## src/rtl/pipelined_adder_if.sv

```systemverilog
`default_nettype none
// ============================================================================
// Module   : pipelined_adder_if
// Brief    : Operand/result handshake bundle for pipelined_adder.
// Revision : 1.0  initial release
// ============================================================================
interface pipelined_adder_if #(
    parameter int WIDTH = 8
);
    logic             i_Valid;
    logic             o_Ready;
    logic [WIDTH-1:0] i_A;
    logic [WIDTH-1:0] i_B;
    logic             i_Cin;
    logic             i_Sub;
    logic             o_Valid;
    logic             i_Ready;
    logic [WIDTH-1:0] o_Sum;
    logic             o_Cout;
    logic             o_Ovf;

    modport slave (
        input  i_Valid, i_A, i_B, i_Cin, i_Sub, i_Ready,
        output o_Ready, o_Valid, o_Sum, o_Cout, o_Ovf
    );

    modport master (
        output i_Valid, i_A, i_B, i_Cin, i_Sub, i_Ready,
        input  o_Ready, o_Valid, o_Sum, o_Cout, o_Ovf
    );
endinterface
`default_nettype wire

```

## src/rtl/pipelined_adder.sv

```systemverilog
`default_nettype none
// ============================================================================
// Module   : pipelined_adder
// Brief    : Add/subtract unit split into WIDTH/CHUNK carry-pipelined stages.
// Revision : 1.0  initial release
// ============================================================================
module pipelined_adder #(
    parameter int WIDTH = 8,
    parameter int CHUNK = 4
) (
    input  logic             i_Clk,
    input  logic             i_Rst,
    pipelined_adder_if.slave bus
);
    localparam int STAGES = WIDTH / CHUNK;

    if (WIDTH < 2 || CHUNK < 1 || (WIDTH % CHUNK) != 0) begin : g_param_check
        $error("pipelined_adder: WIDTH must be >= 2 and a multiple of CHUNK");
    end

    logic             w_adv;
    logic [WIDTH-1:0] w_b_eff;
    logic             w_c0;

    // Inputs seen by each stage: stage 0 from the bus, others from stage k-1
    logic [WIDTH-1:0] w_a_in [STAGES];
    logic [WIDTH-1:0] w_b_in [STAGES];
    logic [WIDTH-1:0] w_s_in [STAGES];
    logic             w_c_in [STAGES];
    logic             w_v_in [STAGES];

    assign w_adv       = !bus.o_Valid || bus.i_Ready;
    assign bus.o_Ready = w_adv;

    assign w_b_eff = bus.i_Sub ? ~bus.i_B : bus.i_B;
    assign w_c0    = bus.i_Sub | bus.i_Cin;

    assign w_a_in[0] = bus.i_A;
    assign w_b_in[0] = w_b_eff;
    assign w_s_in[0] = '0;
    assign w_c_in[0] = w_c0;
    assign w_v_in[0] = bus.i_Valid;

    for (genvar k = 0; k < STAGES; k++) begin : g_stage
        logic [CHUNK:0]   w_chunk;
        logic             r_v;
        logic             r_c;
        logic [WIDTH-1:0] r_s;

        assign w_chunk = {1'b0, w_a_in[k][CHUNK-1:0]}
                       + {1'b0, w_b_in[k][CHUNK-1:0]}
                       + {{CHUNK{1'b0}}, w_c_in[k]};

        // Sum chunks enter at the top and shift down, so after the last stage
        // chunk 0 sits at bit 0.
        always_ff @(posedge i_Clk or posedge i_Rst) begin
            if (i_Rst) begin
                r_v <= 1'b0;
                r_c <= 1'b0;
                r_s <= '0;
            end else if (w_adv) begin
                r_v <= w_v_in[k];
                r_c <= w_chunk[CHUNK];
                r_s <= (w_s_in[k] >> CHUNK)
                     | (WIDTH'(w_chunk[CHUNK-1:0]) << (WIDTH - CHUNK));
            end
        end

        if (k == STAGES - 1) begin : g_last
            logic r_ovf;

            always_ff @(posedge i_Clk or posedge i_Rst) begin
                if (i_Rst) begin
                    r_ovf <= 1'b0;
                end else if (w_adv) begin
                    r_ovf <= (w_a_in[k][CHUNK-1] == w_b_in[k][CHUNK-1])
                          && (w_chunk[CHUNK-1] != w_a_in[k][CHUNK-1]);
                end
            end

            assign bus.o_Valid = r_v;
            assign bus.o_Sum   = r_s;
            assign bus.o_Cout  = r_c;
            assign bus.o_Ovf   = r_ovf;
        end else begin : g_fwd
            logic [WIDTH-1:0] r_a;
            logic [WIDTH-1:0] r_b;

            // Operands shift right as they are consumed; chunk k+1 lands at bit 0
            always_ff @(posedge i_Clk or posedge i_Rst) begin
                if (i_Rst) begin
                    r_a <= '0;
                    r_b <= '0;
                end else if (w_adv) begin
                    r_a <= w_a_in[k] >> CHUNK;
                    r_b <= w_b_in[k] >> CHUNK;
                end
            end

            assign w_a_in[k+1] = r_a;
            assign w_b_in[k+1] = r_b;
            assign w_s_in[k+1] = r_s;
            assign w_c_in[k+1] = r_c;
            assign w_v_in[k+1] = r_v;
        end
    end
endmodule
`default_nettype wire

```

## src/flat_wrapper.sv

```systemverilog
// flat-port wrapper written by rule: the top's interface ports become plain ports
module pipelined_adder_flat 
#(
    parameter int WIDTH = 8,
    parameter int CHUNK = 4
)
  (i_Clk, i_Rst, bus_i_Valid, bus_i_A, bus_i_B, bus_i_Cin, bus_i_Sub, bus_i_Ready, bus_o_Ready, bus_o_Valid, bus_o_Sum, bus_o_Cout, bus_o_Ovf);
  pipelined_adder_if #(.WIDTH(WIDTH)) bus_i ();
  input  logic i_Clk;
  input  logic i_Rst;
  input wire logic [$bits(bus_i.i_Valid)-1:0] bus_i_Valid;
  input wire logic [$bits(bus_i.i_A)-1:0] bus_i_A;
  input wire logic [$bits(bus_i.i_B)-1:0] bus_i_B;
  input wire logic [$bits(bus_i.i_Cin)-1:0] bus_i_Cin;
  input wire logic [$bits(bus_i.i_Sub)-1:0] bus_i_Sub;
  input wire logic [$bits(bus_i.i_Ready)-1:0] bus_i_Ready;
  output wire logic [$bits(bus_i.o_Ready)-1:0] bus_o_Ready;
  output wire logic [$bits(bus_i.o_Valid)-1:0] bus_o_Valid;
  output wire logic [$bits(bus_i.o_Sum)-1:0] bus_o_Sum;
  output wire logic [$bits(bus_i.o_Cout)-1:0] bus_o_Cout;
  output wire logic [$bits(bus_i.o_Ovf)-1:0] bus_o_Ovf;
  assign bus_i.i_Valid = bus_i_Valid;
  assign bus_i.i_A = bus_i_A;
  assign bus_i.i_B = bus_i_B;
  assign bus_i.i_Cin = bus_i_Cin;
  assign bus_i.i_Sub = bus_i_Sub;
  assign bus_i.i_Ready = bus_i_Ready;
  assign bus_o_Ready = bus_i.o_Ready;
  assign bus_o_Valid = bus_i.o_Valid;
  assign bus_o_Sum = bus_i.o_Sum;
  assign bus_o_Cout = bus_i.o_Cout;
  assign bus_o_Ovf = bus_i.o_Ovf;
  pipelined_adder #(.WIDTH(WIDTH), .CHUNK(CHUNK)) u_core (.i_Clk(i_Clk), .i_Rst(i_Rst), .bus(bus_i));
endmodule
```

## config.mk

```make
export PLATFORM = sky130hd
export DESIGN_NAME = pipelined_adder_flat
export DESIGN_NICKNAME = d
export VERILOG_FILES = /design/src/rtl/pipelined_adder_if.sv /design/src/rtl/pipelined_adder.sv /design/src/flat_wrapper.sv
export SDC_FILE = /design/constraint.sdc
export NUM_CORES = 1
export LEC_CHECK = 0
export CORE_MARGIN = 8
export CORE_UTILIZATION = 35
export DETAILED_ROUTE_END_ITERATION = 7
export SKIP_CTS_REPAIR_TIMING = 1
export SYNTH_ARGS = -nofsm -noshare
export SYNTH_HDL_FRONTEND = slang
export SYNTH_SLANG_ARGS = --single-unit
```

## constraint.sdc

```tcl
create_clock -name i_Clk -period 1.4 [get_ports i_Clk]
set_input_delay 0.14 -clock i_Clk [delete_from_list [all_inputs] [get_ports i_Clk]]
set_output_delay 0.14 -clock i_Clk [all_outputs]
set_load 0.05 [all_outputs]
```

==> out/metrics.json <==
{
  "criticalPathCategory": {"value": "reg2reg"},
  "synth_cells": {"value": 136},
  "cts.sinks": {"value": 25},
  "ys_seq_area_share": {"value": 47.85, "unit": "%"},
  "fin_util": {"value": 54.65, "unit": "%"},
  "timing.max_cap.violations": {"value": 0},
  "final-hold-violation-count": {"value": 0},
  "cts-buffers-inserted": {"value": 3},
  "postSynth.topFlopCell": {"value": "sky130_fd_sc_hd__dfrtp_1"},
  "timing.critical_path.arrival": {"value": 1.68, "unit": "ns"},
  "synth-seq-cells": {"value": 25},
  "first_global_vias": {"value": 1166},
  "max_freq": {"value": 656.8, "unit": "MHz"},
  "routed-via-count": {"value": 1045},
  "number_of_enable_flip_flop_cells_after_synthesis": {"value": 0},
  "drt-wirelength-per-cell": {"value": 12.97, "unit": "um"},
  "first_pass_grt_wire_length": {"value": 5285, "unit": "um"},
  "core.rowCount": {"value": 22},
  "rsz0062_at_grt": {"value": "yes"},
  "synth_area": {"value": 1308, "unit": "um^2"},
  "cts-htree-levels": {"value": 1},
  "grt_start_max_net_pins": {"value": 26},
  "cp_top_family": {"value": "compound AO/OA/AOI/OAI gates"},
  "rr_worst_depth": {"value": 4},
  "initial_core_util": {"value": 35.98, "unit": "%"},
  "antenna_found_initial": {"value": 0},
  "drt-vias-per-instance": {"value": 4.485},
  "floorplan.core_area": {"value": 3633, "unit": "um^2"},
  "fin_skew": {"value": 0.009331, "unit": "ns"},
  "worstPathBufferInverterCount": {"value": 0},
  "post-route-period-util": {"value": 108.8, "unit": "%"},
  "die_width": {"value": 77.12, "unit": "um"},
  "cts_tree": {"value": "built"},
  "clk_latency": {"value": 0.26, "unit": "ns"},
  "antenna_nets_post_route": {"value": 0},
  "synth_largest_area_cell": {"value": "sky130_fd_sc_hd__dfrtp_1"},
  "yosys.cell_count.top_type": {"value": "sky130_fd_sc_hd__nand2_1"},
  "ys_top_cells_by_count": {"value": "sky130_fd_sc_hd__nand2_1 (41), sky130_fd_sc_hd__dfrtp_1 (25), sky130_fd_sc_hd__a21oi_1 (7), sky130_fd_sc_hd__o21ai_0 (7)"},
  "dpl.hpwl": {"value": 2289, "unit": "um"},
  "finalNonFillerCells": {"value": 233},
  "cts_buffer_depth": {"value": 2},
  "drc": {"value": 0},
  "leakage": {"value": 0.9873, "unit": "nW"},
  "final_area": {"value": 1986, "unit": "um^2"},
  "slew_headroom": {"value": 79.06, "unit": "%"},
  "place_area": {"value": 1833, "unit": "um^2"},
  "outcome": {"value": "complete, but fails checks"},
  "setup_tns": {"value": -0.3880, "unit": "ns"},
  "grt_usage": {"value": 10.32, "unit": "%"},
  "crit_path_max_fanout": {"value": 5},
  "ys_warn_count": {"value": 0},
  "drt-total-wl": {"value": 3021, "unit": "um"},
  "syn_to_final_growth": {"value": 51.87, "unit": "%"},
  "final_critical_path_setup_slack": {"value": -0.1226, "unit": "ns"},
  "cts.clk_slew.worst_paths": {"value": 0.09, "unit": "ns"},
  "place_congestion": {"value": 0.8175},
  "antenna_diodes": {"value": 0},
  "die-area": {"value": 5947, "unit": "um^2"},
  "critical_path.slowest_cell": {"value": "sky130_fd_sc_hd__dfrtp_1"},
  "syn_avg_cell_area": {"value": 9.614, "unit": "um^2"},
  "cts-root-buf": {"value": "sky130_fd_sc_hd__clkbuf_8"},
  "timing.rr.end": {"value": "u_core.bus.o_Ovf$_DFFE_PP0P_"},
  "finalNetCount": {"value": 218},
  "synthArstFlopShare": {"value": 100.0, "unit": "%"},
  "floorplan.die.height": {"value": 77.12, "unit": "um"},
  "top_level_ports": {"value": 34},
  "multiInputGateArea": {"value": 688.2, "unit": "um^2"},
  "p_per_area": {"value": 1496, "unit": "nW/um^2"},
  "timing.critical_path.slowest_cell_delay": {"value": 0.41, "unit": "ns"},
  "drt-initial-drc-count": {"value": 42},
  "placed_cells_incl_taps": {"value": 226},
  "reg_to_reg_slack_setup": {"value": -0.12, "unit": "ns"},
  "fin_crit": {"value": 1.523, "unit": "ns"},
  "cp_data_required_time": {"value": 1.56, "unit": "ns"},
  "timing.final.max_slew_violations": {"value": 0},
  "cp-end-kind": {"value": "register"},
  "tightestPinTransition": {"value": 0.3142, "unit": "ns"},
  "synth.distinct_cells": {"value": 27},
  "synth_top_area_share": {"value": 47.85, "unit": "%"},
  "netlist_top_cells_area": {"value": "sky130_fd_sc_hd__dfrtp_1 (48%), sky130_fd_sc_hd__nand2_1 (12%), sky130_fd_sc_hd__fa_1 (6.1%)"},
  "irDropWorstVdd": {"value": 456.4, "unit": "uV"},
  "setup_violations": {"value": 6},
  "failed_checks": {"value": "setup timing"},
  "regToRegStartpoint": {"value": "u_core.g_stage[0].g_fwd.r_b[2]$_DFFE_PP0P_"},
  "place.port_buffers": {"value": 33},
  "hold_path_class": {"value": "in2async"},
  "n_fill_cell": {"value": 358},
  "cp_cell_sequence": {"value": "ha_2 > a21oi_1 > a21boi_1 > o41ai_2"},
  "grt_remaining_overflow": {"value": 0},
  "drtPass1Iterations": {"value": 4},
  "syn_nets": {"value": 168},
  "drive_above_1_share": {"value": 29.19, "unit": "%"},
  "detailedPlace.worstSlack": {"value": -0.8927, "unit": "ns"},
  "startpoint_type": {"value": "register"},
  "regArea": {"value": 626.9, "unit": "um^2"}
}
registers in the layout, summed over array words and instances (netlist names):
signal,count
u_core.g_stage.g_fwd.r_a,4
u_core.bus.o_Ovf,1
u_core.bus.o_Cout,1
u_core.bus.o_Valid,1
u_core.g_stage.r_c,1
u_core.g_stage.r_v,1
u_core.bus.o_Sum,8
u_core.g_stage.r_s,4
u_core.g_stage.g_fwd.r_b,4
where the power goes:
| part | internal [mW] | leakage, nW | switching [mW] |
|---|---|---|---|
| combinational | 0.674 | 0.664 | 0.827 |
| sequential | 0.913 | 0.298 | 0.140 |
| clock | 0.198 | 0.0255 | 0.219 |
logic make-up after synthesis:
group | after synthesis | synth area share (%)
multiplexers | 1 | 0.7656
XOR/XNOR | 10 | 6.698
AND/OR/NAND/NOR | 54 | 17.51
flip-flops | 25 | 47.85
AO/OA/AOI/OAI | 23 | 10.72
adder cells (fa/ha/maj) | 10 | 11.87
buffers and inverters | 13 | 4.593
tightest hold or removal path: stages:
cell	delay, ns
sky130_fd_sc_hd__clkdlybuf4s50_1	0.40
sky130_fd_sc_hd__inv_1	0.05
sky130_fd_sc_hd__buf_4	0.29
cell type report:
| cell class | count | share of cell area [%] |
|---|---|---|
| inverters | 7 | 1.323 |
| flip-flops and latches | 25 | 31.57 |
| clock buffers | 3 | 2.079 |
| well taps | 48 | 3.025 |
| multi-input cells | 98 | 34.66 |
| clock inverters | 1 | 0.2520 |
| repair buffers | 51 | 27.10 |
cells in the final DEF (no fill, tap or decap), types with 2 or more instances in the layout:
cell                              Yosys  layout
sky130_fd_sc_hd__a21o_1               2       2
sky130_fd_sc_hd__dlymetal6s2s_1       0       6
sky130_fd_sc_hd__xor2_1               6       4
sky130_fd_sc_hd__o21ai_0              7       5
sky130_fd_sc_hd__nand3_1              2       2
sky130_fd_sc_hd__fa_2                 0       4
sky130_fd_sc_hd__xnor2_1              4       3
sky130_fd_sc_hd__a21oi_2              0       3
sky130_fd_sc_hd__inv_1                6       5
sky130_fd_sc_hd__buf_6                1       2
sky130_fd_sc_hd__o21ai_1              0       2
sky130_fd_sc_hd__a21oi_1              7       4
sky130_fd_sc_hd__a211oi_2             0       2
sky130_fd_sc_hd__buf_4                0      22
sky130_fd_sc_hd__clkdlybuf4s50_1      0      14
sky130_fd_sc_hd__nand2_1             41      41
sky130_fd_sc_hd__inv_2                1       2
sky130_fd_sc_hd__ha_1                 6       5
sky130_fd_sc_hd__buf_12               0       6
sky130_fd_sc_hd__dfrtp_1             25      24
sky130_fd_sc_hd__clkbuf_8             0       3
sky130_fd_sc_hd__xor2_2               0       2
sky130_fd_sc_hd__nor2b_1              2       2
sky130_fd_sc_hd__nor2_1               5       5
layer usage:
metal | routed length [um] | vias up | track usage (%)
met1 | 1413 | 489 | 13.81
li1 | - | 533 | -
met5 | 0 | - | 0
met4 | 34 | 0 | 3.962
met3 | 127 | 2 | 1.981
met2 | 1446 | 21 | 15.92
worst max path at each step:
stage,slack [ns],to,startpoint,cells past startpoint
6_report,-0.12,u_core.bus.o_Ovf$_DFFE_PP0P_,u_core.g_stage[0].g_fwd.r_b[2]$_DFFE_PP0P_,4
5_1_grt,-0.18,u_core.bus.o_Ovf$_DFFE_PP0P_,u_core.g_stage[0].g_fwd.r_b[2]$_DFFE_PP0P_,4
4_1_cts,-0.61,u_core.g_stage[0].r_c$_DFFE_PP0P_,bus_i_Sub,7
3_5_place_dp,-0.89,u_core.g_stage[0].r_c$_DFFE_PP0P_,bus_i_Sub,7
3_3_place_gp,-0.80,u_core.g_stage[0].r_c$_DFFE_PP0P_,bus_i_Sub,7
2_1_floorplan,-0.34,u_core.g_stage[0].r_c$_DFFE_PP0P_,bus_i_Sub,7
through the flow:
| stage | hold slack, ns | total power [mW] |
|---|---|---|
| after floorplan | 0.1673 | 1.872 |
| after global placement | 0.4425 | 2.462 |
| after detailed placement | 0.4609 | 2.488 |
| after CTS | 0.2273 | 2.912 |
| after global routing | 0.2958 | 3.149 |
| final | 0.2147 | 2.971 |
(Power assumes the default switching activity.)
